**config.mk**
```make
export PLATFORM = sky130hd
export DESIGN_NAME = riscv_irq_timer
export DESIGN_NICKNAME = d
export VERILOG_FILES = /design/src/rtl/riscv_irq_timer.sv
export SDC_FILE = /design/constraint.sdc
export NUM_CORES = 1
export LEC_CHECK = 0
export CAP_MARGIN = 5
export CORE_ASPECT_RATIO = 2
export CORE_MARGIN = 3
export CORE_UTILIZATION = 54
export DETAILED_ROUTE_END_ITERATION = 8
export GPL_TIMING_DRIVEN = 0
export PLACE_DENSITY = 0.88
export SLEW_MARGIN = 10
export SYNTH_ARGS = -nofsm -noshare
export SYNTH_HDL_FRONTEND = slang
export SYNTH_SLANG_ARGS = --single-unit
```
**constraint.sdc**
```tcl
create_clock -name clk -period 2.2 [get_ports clk]
set_input_delay 0.66 -clock clk [delete_from_list [all_inputs] [get_ports clk]]
set_output_delay 0.66 -clock clk [all_outputs]
set_load 0.02 [all_outputs]
```
**src/rtl/riscv_irq_timer.sv**
```systemverilog
// rtl/riscv_irq_timer.sv - machine timer plus external interrupt aggregator driving one-cycle irq pulses
//
// Purpose: 64-bit mtime/mtimecmp timer and a pending/enable/claim aggregator
// for NUM_SRC external sources. Interrupts reach the core as single-cycle
// pulses, and the two pulse outputs are never high together.
//
// Ports:
//   clk, rst_n     clock, asynchronous active-low reset
//   irq_src        external request levels (synchronous to clk), rising edge latches pending
//   bus_sel/we     one-cycle register access strobe, 1 = write
//   bus_addr       word offset: 0 MTIME_LO 1 MTIME_HI 2 MTIMECMP_LO 3 MTIMECMP_HI
//                  4 PENDING 5 ENABLE 6 CLAIM 7 CTRL
//   bus_wdata      write data
//   bus_rdata      read data, valid while bus_ack=1
//   bus_ack        registered copy of bus_sel
//   hardware_irq   one-cycle external interrupt pulse
//   timer_irq      one-cycle timer interrupt pulse
module riscv_irq_timer #(
  parameter int NUM_SRC  = 8,
  parameter int PRESCALE = 1
) (
  input  logic               clk,
  input  logic               rst_n,
  input  logic [NUM_SRC-1:0] irq_src,
  input  logic               bus_sel,
  input  logic               bus_we,
  input  logic [2:0]         bus_addr,
  input  logic [31:0]        bus_wdata,
  output logic [31:0]        bus_rdata,
  output logic               bus_ack,
  output logic               hardware_irq,
  output logic               timer_irq
);

  localparam int             PW        = (PRESCALE > 1) ? $clog2(PRESCALE) : 1;
  localparam logic [PW-1:0]  PRESC_MAX = PW'(PRESCALE - 1);

  localparam logic [2:0] ADDR_MTIME_LO    = 3'd0;
  localparam logic [2:0] ADDR_MTIME_HI    = 3'd1;
  localparam logic [2:0] ADDR_MTIMECMP_LO = 3'd2;
  localparam logic [2:0] ADDR_MTIMECMP_HI = 3'd3;
  localparam logic [2:0] ADDR_PENDING     = 3'd4;
  localparam logic [2:0] ADDR_ENABLE      = 3'd5;
  localparam logic [2:0] ADDR_CLAIM       = 3'd6;
  localparam logic [2:0] ADDR_CTRL        = 3'd7;

  logic [63:0]        mtime_q, mtime_d;
  logic [63:0]        mtimecmp_q, mtimecmp_d;
  logic [NUM_SRC-1:0] pending_q, pending_d;
  logic [NUM_SRC-1:0] enable_q, enable_d;
  logic [NUM_SRC-1:0] irq_src_q;
  logic [1:0]         ctrl_q, ctrl_d;
  logic [PW-1:0]      presc_q, presc_d;
  logic               hw_armed_q, hw_armed_d;
  logic               tm_armed_q, tm_armed_d;
  logic               tm_defer_q, tm_defer_d;
  logic               ack_q;
  logic [31:0]        rdata_q, rdata_d;
  logic               hw_irq_q, hw_irq_d;
  logic               tm_irq_q, tm_irq_d;

  logic [NUM_SRC-1:0] active;
  logic [NUM_SRC-1:0] rise;
  logic [NUM_SRC-1:0] claim_mask;
  logic [4:0]         claim_id;
  logic               hw_due;
  logic               tm_due;
  logic               bus_wr;
  logic               bus_rd;

  assign active = pending_q & enable_q;
  assign rise   = irq_src & ~irq_src_q;
  assign bus_wr = bus_sel & bus_we;
  assign bus_rd = bus_sel & ~bus_we;
  assign hw_due = hw_armed_q & (|active);
  // A deferred timer pulse stays owed only while the timer interrupt is enabled.
  assign tm_due = ctrl_q[1] & (tm_defer_q | (tm_armed_q & (mtime_q >= mtimecmp_q)));

  // Lowest-index active source; scanning high to low lets the lowest overwrite.
  always_comb begin
    claim_id   = '0;
    claim_mask = '0;
    for (int i = NUM_SRC - 1; i >= 0; i--) begin
      if (active[i]) begin
        claim_id      = 5'(i + 1);
        claim_mask    = '0;
        claim_mask[i] = 1'b1;
      end
    end
  end

  always_comb begin
    mtime_d    = mtime_q;
    mtimecmp_d = mtimecmp_q;
    pending_d  = pending_q;
    enable_d   = enable_q;
    ctrl_d     = ctrl_q;
    presc_d    = presc_q;
    hw_armed_d = hw_armed_q;
    tm_armed_d = tm_armed_q;
    rdata_d    = '0;

    if (ctrl_q[0]) begin
      if (presc_q == PRESC_MAX) begin
        presc_d = '0;
        mtime_d = mtime_q + 64'd1;
      end else begin
        presc_d = presc_q + PW'(1);
      end
    end

    // Hardware wins a collision; the timer pulse is carried in tm_defer.
    hw_irq_d   = hw_due;
    tm_irq_d   = tm_due & ~hw_due;
    tm_defer_d = tm_due & hw_due;
    if (hw_due) hw_armed_d = 1'b0;
    if (tm_due) tm_armed_d = 1'b0;

    if (bus_rd) begin
      case (bus_addr)
        ADDR_MTIME_LO:    rdata_d = mtime_q[31:0];
        ADDR_MTIME_HI:    rdata_d = mtime_q[63:32];
        ADDR_MTIMECMP_LO: rdata_d = mtimecmp_q[31:0];
        ADDR_MTIMECMP_HI: rdata_d = mtimecmp_q[63:32];
        ADDR_PENDING:     rdata_d = 32'(pending_q);
        ADDR_ENABLE:      rdata_d = 32'(enable_q);
        ADDR_CLAIM: begin
          rdata_d    = 32'(claim_id);
          pending_d  = pending_q & ~claim_mask;
          hw_armed_d = 1'b1;
        end
        ADDR_CTRL:        rdata_d = 32'(ctrl_q);
      endcase
    end

    // Half writes replace only their half and suppress the increment, so no carry leaks across.
    if (bus_wr) begin
      case (bus_addr)
        ADDR_MTIME_LO:    mtime_d = {mtime_q[63:32], bus_wdata};
        ADDR_MTIME_HI:    mtime_d = {bus_wdata, mtime_q[31:0]};
        ADDR_MTIMECMP_LO: begin
          mtimecmp_d = {mtimecmp_q[63:32], bus_wdata};
          tm_armed_d = 1'b1;
        end
        ADDR_MTIMECMP_HI: begin
          mtimecmp_d = {bus_wdata, mtimecmp_q[31:0]};
          tm_armed_d = 1'b1;
        end
        ADDR_PENDING:     pending_d = pending_q & ~bus_wdata[NUM_SRC-1:0];
        ADDR_ENABLE:      enable_d  = bus_wdata[NUM_SRC-1:0];
        ADDR_CLAIM:       ;
        ADDR_CTRL: begin
          ctrl_d     = bus_wdata[1:0];
          tm_armed_d = 1'b1;
        end
      endcase
    end

    // Applied last so a new edge beats a same-cycle clear.
    pending_d = pending_d | rise;
  end

  always_ff @(posedge clk or negedge rst_n) begin
    if (!rst_n) begin
      mtime_q    <= '0;
      mtimecmp_q <= '1;
      pending_q  <= '0;
      enable_q   <= '0;
      irq_src_q  <= '0;
      ctrl_q     <= '0;
      presc_q    <= '0;
      hw_armed_q <= 1'b1;
      tm_armed_q <= 1'b0;
      tm_defer_q <= 1'b0;
      ack_q      <= 1'b0;
      rdata_q    <= '0;
      hw_irq_q   <= 1'b0;
      tm_irq_q   <= 1'b0;
    end else begin
      mtime_q    <= mtime_d;
      mtimecmp_q <= mtimecmp_d;
      pending_q  <= pending_d;
      enable_q   <= enable_d;
      irq_src_q  <= irq_src;
      ctrl_q     <= ctrl_d;
      presc_q    <= presc_d;
      hw_armed_q <= hw_armed_d;
      tm_armed_q <= tm_armed_d;
      tm_defer_q <= tm_defer_d;
      ack_q      <= bus_sel;
      rdata_q    <= rdata_d;
      hw_irq_q   <= hw_irq_d;
      tm_irq_q   <= tm_irq_d;
    end
  end

  assign bus_rdata    = rdata_q;
  assign bus_ack      = ack_q;
  assign hardware_irq = hw_irq_q;
  assign timer_irq    = tm_irq_q;

endmodule

```
==> results of run 1 <==
[metrics by stage]
stage / area, µm² / total power [µW] / TNS, ns / hold slack, ns
after floorplan: 11500 / 7350 / -0.0219 / 0.364
after global placement: 12600 / 8560 / -1443.38 / 0.411
after detailed placement: 12700 / 8720 / -201.63 / 0.419
after CTS: 14700 / 12500 / -2.89 / 0.249
after global routing: 15300 / 13700 / -13.42 / 0.267
final: 15300 / 13200 / -10.90 / 0.201
[kinds of logic after synthesis]
family / count (synthesis) / synth area share (%)
and+or+nand+nor: 401 / 18.0
buffers and inverters: 155 / 5.24
muxes: 73 / 7.08
DFF: 192 / 42.7
adders and majority gates: 65 / 7.10
xor gates and xnor gates: 2 / 0.153
AOI/OAI and AO/OA: 353 / 19.8
[registers in the layout, indices dropped and copies added, names as in the netlist]
name          cells
bus_ack           1
bus_rdata        32
ctrl_q            2
enable_q          8
hardware_irq      1
hw_armed_q        1
irq_src_q         8
mtime_q          64
mtimecmp_q       64
pending_q         8
timer_irq         1
tm_armed_q        1
tm_defer_q        1
[what timing repair did]
| item | CTS | global route |
|---|---|---|
| pin swaps | 62 | 63 |
| gates resized for setup | 268 | 122 |
| setup endpoints to repair | 182 | 153 |
| buffers inserted | 66 | 25 |
[routing by layer]
metal / up-vias / track usage (%)
li1: 4956 / -
met1: 5811 / 42.6
met2: 1052 / 65.2
met3: 448 / 13.5
met4: 2 / 39.1
met5: - / 0
[worst max-delay path, delay by kind of cell, from the launching register on]
kind | cells | cell delay [ns]
flip-flops | 1 | 0.55
buffers and inverters | 2 | 0.29
adder cells (fa/ha/maj) | 1 | 0.32
AND/OR/NAND/NOR | 2 | 0.49
AO/OA/AOI/OAI | 4 | 1.05
[area by class of cell]
class	count	share of cell area (%)
clock buffers	22	3.22
inverters	83	2.03
repair buffers	160	10.3
multi-input cells	894	46.3
flip-flops and latches	192	32.0
diodes	1	0.0163
clock inverters	10	0.481
well taps	266	2.17
plain buffers	67	3.53
[final timing paths]
kind	slack, ns	startpoint	to	cells past startpoint
worst max-delay path	-0.63	mtimecmp_q[35]	timer_irq	9
worst min-delay path	0.20	rst_n	bus_rdata[19]	1
worst min register to register	0.43	irq_src_q[4]	pending_q[4]	1
max in group asynchronous	1.03	rst_n	mtime_q[32]	2
worst max register to register	-0.63	mtimecmp_q[35]	timer_irq	9
min in group clk	0.43	irq_src_q[4]	pending_q[4]	1
[where the power goes]
group	total (µW)	leakage, µW	switching (µW)	internal, µW
combinational	4680	0.00393	2660	2020
clock	3060	0.000280	1460	1610
sequential	5420	0.00218	979	4440
total	13200	0.00640	5100	8060
[placed cells by master, fill, tap and decap left out, types with 8 or more instances in the layout]
master / netlist / final
inv_1: 83 / 74
dfrtp_1: 127 / 112
clkbuf_4: 0 / 20
o21ai_1: 1 / 17
ha_4: 0 / 13
mux2i_1: 27 / 27
nor4_4: 1 / 11
mux2_2: 44 / 44
buf_6: 1 / 34
nand3_2: 2 / 9
o21ai_2: 0 / 9
a21o_1: 8 / 8
a221oi_1: 12 / 9
o21ai_0: 111 / 85
a31oi_1: 9 / 8
a221o_1: 10 / 10
buf_4: 1 / 48
nor2_1: 82 / 74
and3_1: 14 / 10
a21oi_2: 0 / 10
clkbuf_8: 0 / 14
nand3_1: 51 / 36
inv_2: 0 / 9
dfrtp_2: 0 / 15
clkdlybuf4s50_1: 0 / 75
nor2_4: 1 / 9
nand4_1: 31 / 31
a21oi_1: 82 / 71
nand2_1: 124 / 116
o22a_1: 9 / 9
ha_1: 65 / 52
a211oi_1: 25 / 24
a22oi_1: 17 / 16
dfstp_2: 65 / 65
clkbuf_16: 0 / 19
nand3_4: 1 / 9
clkbuf_2: 2 / 15
nor3_4: 0 / 11
==> results.ini, run 1 <==
[finish]
drive_above_1_share_pct = 32.1
seq_area_um2 = 4900
finalNonFillerCells = 1695
fin_util_pct = 74.3
syn2layout_area_growth_pct = 33.9
multi_input_area_um2 = 7100
n_fill_cell = 1335
fin_nets = 1527

[timing]
period_needed_ns = 2.83
worst_pin_slew_ns = 0.824
layout_setup_ws_ns = -0.628
timing.fmax_ghz = 0.354
period_share_pct = 129
grt_setup_unrepaired = true
slew_headroom_pct = 45.1
finalSetupViolCount = 51
hold_viol = 0
final_max_slew_viol_count = 0
clock_skew_ns = 0.0105

[drt]
drt-initial-drc-count = 1618
top_layer = met5
wl_met2_um = 22400
firstDrtPassIters = 8
routed_wl_um = 48200
vias = 12300
ant_nets = 0
wl_met1_um = 14800
wl_met3_um = 5090
routedWlPerCell_um = 28.4
drc = 0
avgViaCountPerCell = 7.24

[floorplanning]
die_w_um = 109
die_area_um2 = 23100
rows = 74
die_y_um = 212
core-area_um2 = 20600
io_pins = 82
initial_core_util_pct = 55.5

[place]
detailedPlace.worstSlack_ns = -1.53
port_buffers = 80
dpl.cell_count = 1588
gp_congestion = 1.00
dp_hpwl_um = 30800

[grt]
grt_pass1_wl_um = 70100
grt_max_degree = 100
grt_pass1_vias = 12300
grt_usage_pct = 41.6
grt-ovfl-total = 0
antenna_found_initial = 1

[power]
powerDensity_nw_per_um2 = 858
power_leakage_uw = 0.00640
peakVddDrop_mv = 0.611

[synthesis]
synth_warnings = 0
synth-edff-count = 0
ys_types = 81
syn_area_um2 = 11500
yosysMostFrequentCell = dfrtp_1
yosysSeqAreaShare_pct = 42.7
synthCells = 1241
synthArstFlopShare_pct = 100
synth.top_cell.area_share_pct = 27.8
postSynthAreaPerCell_um2 = 9.23
netlist_top_cells_count = dfrtp_1 (127), nand2_1 (124), o21ai_0 (111)
yosys_most_used_dff = dfrtp_1
ys_seq_elements = 192
yosysTopAreaCell = dfrtp_1
syn-num-nets = 1353
synth_area_leaders = dfrtp_1 (28%), dfstp_2 (15%), ha_1 (7.1%), o21ai_0 (4.9%), mux2_2 (4.3%)

[clocking]
clockBufferDepth = 2
clk_latency_ns = 0.47
cts_buffers = 17
cts_max_level = 4
cts_sinks = 192
root_buffer = clkbuf_16
path_clk_slew_ns = 0.08
ctsHoldBuffers = 0
cts_tree = built

[critical_path]
cp.required_ns = 2.53
endpoint_kind = flop
critical_path_class = reg -> reg
slowest_delay_ns = 0.55
cp_cell_sequence = inv_1 > ha_1 > a21oi_2 > o21ai_4 > a221o_1 > o31a_1 > nor4_4 > buf_4 > nor3_2
worstSetupStartpointType = flop
cpMaxStageDelayCell = dfstp_2
cp_max_fo = 2
cp.arrival_ns = 3.16

[run_status]
status = finished, violations left
violations = setup timing

[flow_run]
max-cap-violations = 0

[min_path]
holdCritPathClass = in -> async

No activity file was read; power rests on OpenSTA's default activity.
==> run 2: changes to the inputs <==
--- a/config.mk
+++ b/config.mk
@@ -11,7 +11,7 @@
 export CORE_UTILIZATION = 54
 export DETAILED_ROUTE_END_ITERATION = 8
 export GPL_TIMING_DRIVEN = 0
-export PLACE_DENSITY = 0.88
+export PLACE_DENSITY = 0.77
 export SLEW_MARGIN = 10
 export SYNTH_ARGS = -nofsm -noshare
 export SYNTH_HDL_FRONTEND = slang
==> run 2 against run 1 <==
Against the previous run:
- the run still ends with setup timing left
- die area unchanged
- clock power about the same
- non-clock buffer count fell by 3
- register-to-register slack improved by 0.11 ns
- combinational power fell by 6.6%
- fmax is 3.9% higher
- first-iteration DRC count shrank 30%
- hold slack worse by 0.041 ns
- cell count down 0.24%
- core utilization fell by 1.9 points
- critical endpoint is now tm_armed_q
- largest power group unchanged
- highest routed layer is now met4
==> results.ini, run 2 (synthesis results as in run 1) <==
[run_status]
status = finished, violations left
violations = setup timing

[critical_path]
cp.required_ns = 2.55
slowest_delay_ns = 0.54
critPathBufInv = 3
cp_max_fo = 3
critical_path_class = reg -> reg
cpMaxStageDelayCell = dfstp_2
cp.arrival_ns = 3.08
cp_cell_sequence = inv_1 > ha_1 > nand4_1 > nor4_4 > buf_4 > nand4b_1 > a211oi_2 > nor4_4 > buf_4 > a221o_1
worstSetupStartpointType = flop
critPathTopFamily = simple AND/OR/NAND/NOR gates
endpoint_kind = flop

[drt]
drc = 0
wl_met3_um = 3500
wl_met1_um = 14800
routed_wl_um = 45900
top_layer = met4
wl_met2_um = 22400
drt-initial-drc-count = 1138
routedWlPerCell_um = 27.1
ant_nets = 0
vias = 11600
avgViaCountPerCell = 6.88
firstDrtPassIters = 9

[floorplanning]
die_y_um = 212
io_pins = 82
die_w_um = 109
initial_core_util_pct = 55.5
rows = 74
core-area_um2 = 20600
die_area_um2 = 23100

[clocking]
root_buffer = clkbuf_16
path_clk_slew_ns = 0.07
cts_buffers = 17
clockBufferDepth = 2
cts_max_level = 4
cts_sinks = 192
cts_tree = built
ctsHoldBuffers = 0
clk_latency_ns = 0.47

[place]
gp_congestion = 1.03
detailedPlace.worstSlack_ns = -1.59
dp_hpwl_um = 31600
dpl.cell_count = 1588
port_buffers = 80

[power]
power_leakage_uw = 0.00621
powerDensity_nw_per_um2 = 858
peakVddDrop_mv = 0.553

[timing]
final_max_slew_viol_count = 0
grt_setup_unrepaired = true
worst_pin_slew_ns = 0.766
period_needed_ns = 2.72
clock_skew_ns = 0.0102
finalSetupViolCount = 39
hold_viol = 0
layout_setup_ws_ns = -0.523
period_share_pct = 124
slew_headroom_pct = 48.7
timing.fmax_ghz = 0.367

[finish]
antenna_cells = 0
final_common_cell = nand2_1
layout_common_cells = nand2_1 (116), o21ai_0 (98), dfrtp_1 (97)
fin_nets = 1524
drive_above_1_share_pct = 30.7
syn2layout_area_growth_pct = 30.6
n_fill_cell = 1568
seq_area_um2 = 4920
finalNonFillerCells = 1691
multi_input_area_um2 = 6820

[grt]
grt_pass1_wl_um = 66800
grt_max_degree = 113
grt-ovfl-total = 0
antenna_found_initial = 0
grt_usage_pct = 39.6
grt_pass1_vias = 11700

[min_path]
holdCritPathClass = in -> async

[flow_run]
max-cap-violations = 0

[run 2: cell count changes in the layout (fill, tap and decap cells not counted), sizes merged]
cell	change
buf	-2
bufinv	+1
clkdlybuf4s15	-1
clkinv	+1
clkinvlp	+1
diode	-1
inv	-3
[run 2: where the power goes]
group,switching [µW],leakage (µW),total [µW],internal (µW)
sequential,917,0.00217,5370,4450
clock,1440,0.000272,3080,1640
combinational,2440,0.00377,4370,1930
[run 2: worst reg2reg max path, delay by kind of cell (launching register included)]
kind	cells	cell delay (ns)
compound gates	2	0.58
fa+ha+maj	1	0.28
buf+inv	3	0.41
flops	1	0.54
simple gates	4	0.80
[run 2: final timing paths]
check | startpoint | end | slack, ns | depth (start not counted)
worst max register to register | mtimecmp_q[50] | tm_armed_q | -0.52 | 10
worst max-delay path | mtimecmp_q[50] | tm_armed_q | -0.52 | 10
max in group asynchronous | rst_n | mtime_q[0] | 1.03 | 2
worst min register to register | irq_src_q[1] | pending_q[1] | 0.42 | 1
worst min-delay path | rst_n | bus_rdata[10] | 0.16 | 1
min in group clk | irq_src_q[1] | pending_q[1] | 0.42 | 1
[run 2: per-stage QoR]
stage	total power (µW)	util, %	setup TNS, ns	area [µm²]	hold WS [ns]
final	12800	72.4	-3.39	15000	0.160
after global placement	8600	61.1	-1485.17	12600	0.408
after floorplan	7350	-	-0.0219	11500	0.364
after detailed placement	8740	61.3	-203.61	12700	0.423
after global routing	13400	72.4	-4.85	15000	0.205
after CTS	12200	69.0	-1.60	14200	0.198
[run 2: metal layers]
metal  up-vias  global-route usage [%]
li1       4929                       -
met1      5605                    40.4
met2       762                    66.3
met3       342                    9.03
met4         0                    34.3
met5         -                       0
[run 2: repair_timing]
item / CTS / global route
buffers inserted: 43 / 35
setup endpoints to repair: 182 / 87
pin swaps: 25 / 51
hold endpoints to repair: 0 / 0
resized for setup: 209 / 114
[run 2: cell type report]
| cell class | count | share of cell area, % |
|---|---|---|
| Clock inverter | 10 | 0.577 |
| Buffer | 67 | 3.51 |
| Timing Repair Buffer | 157 | 9.87 |
| Inverter | 83 | 2.08 |
| Sequential cell | 192 | 32.9 |
| Multi-Input combinational cell | 894 | 45.6 |
| Clock buffer | 22 | 3.17 |
| Tap cell | 266 | 2.23 |
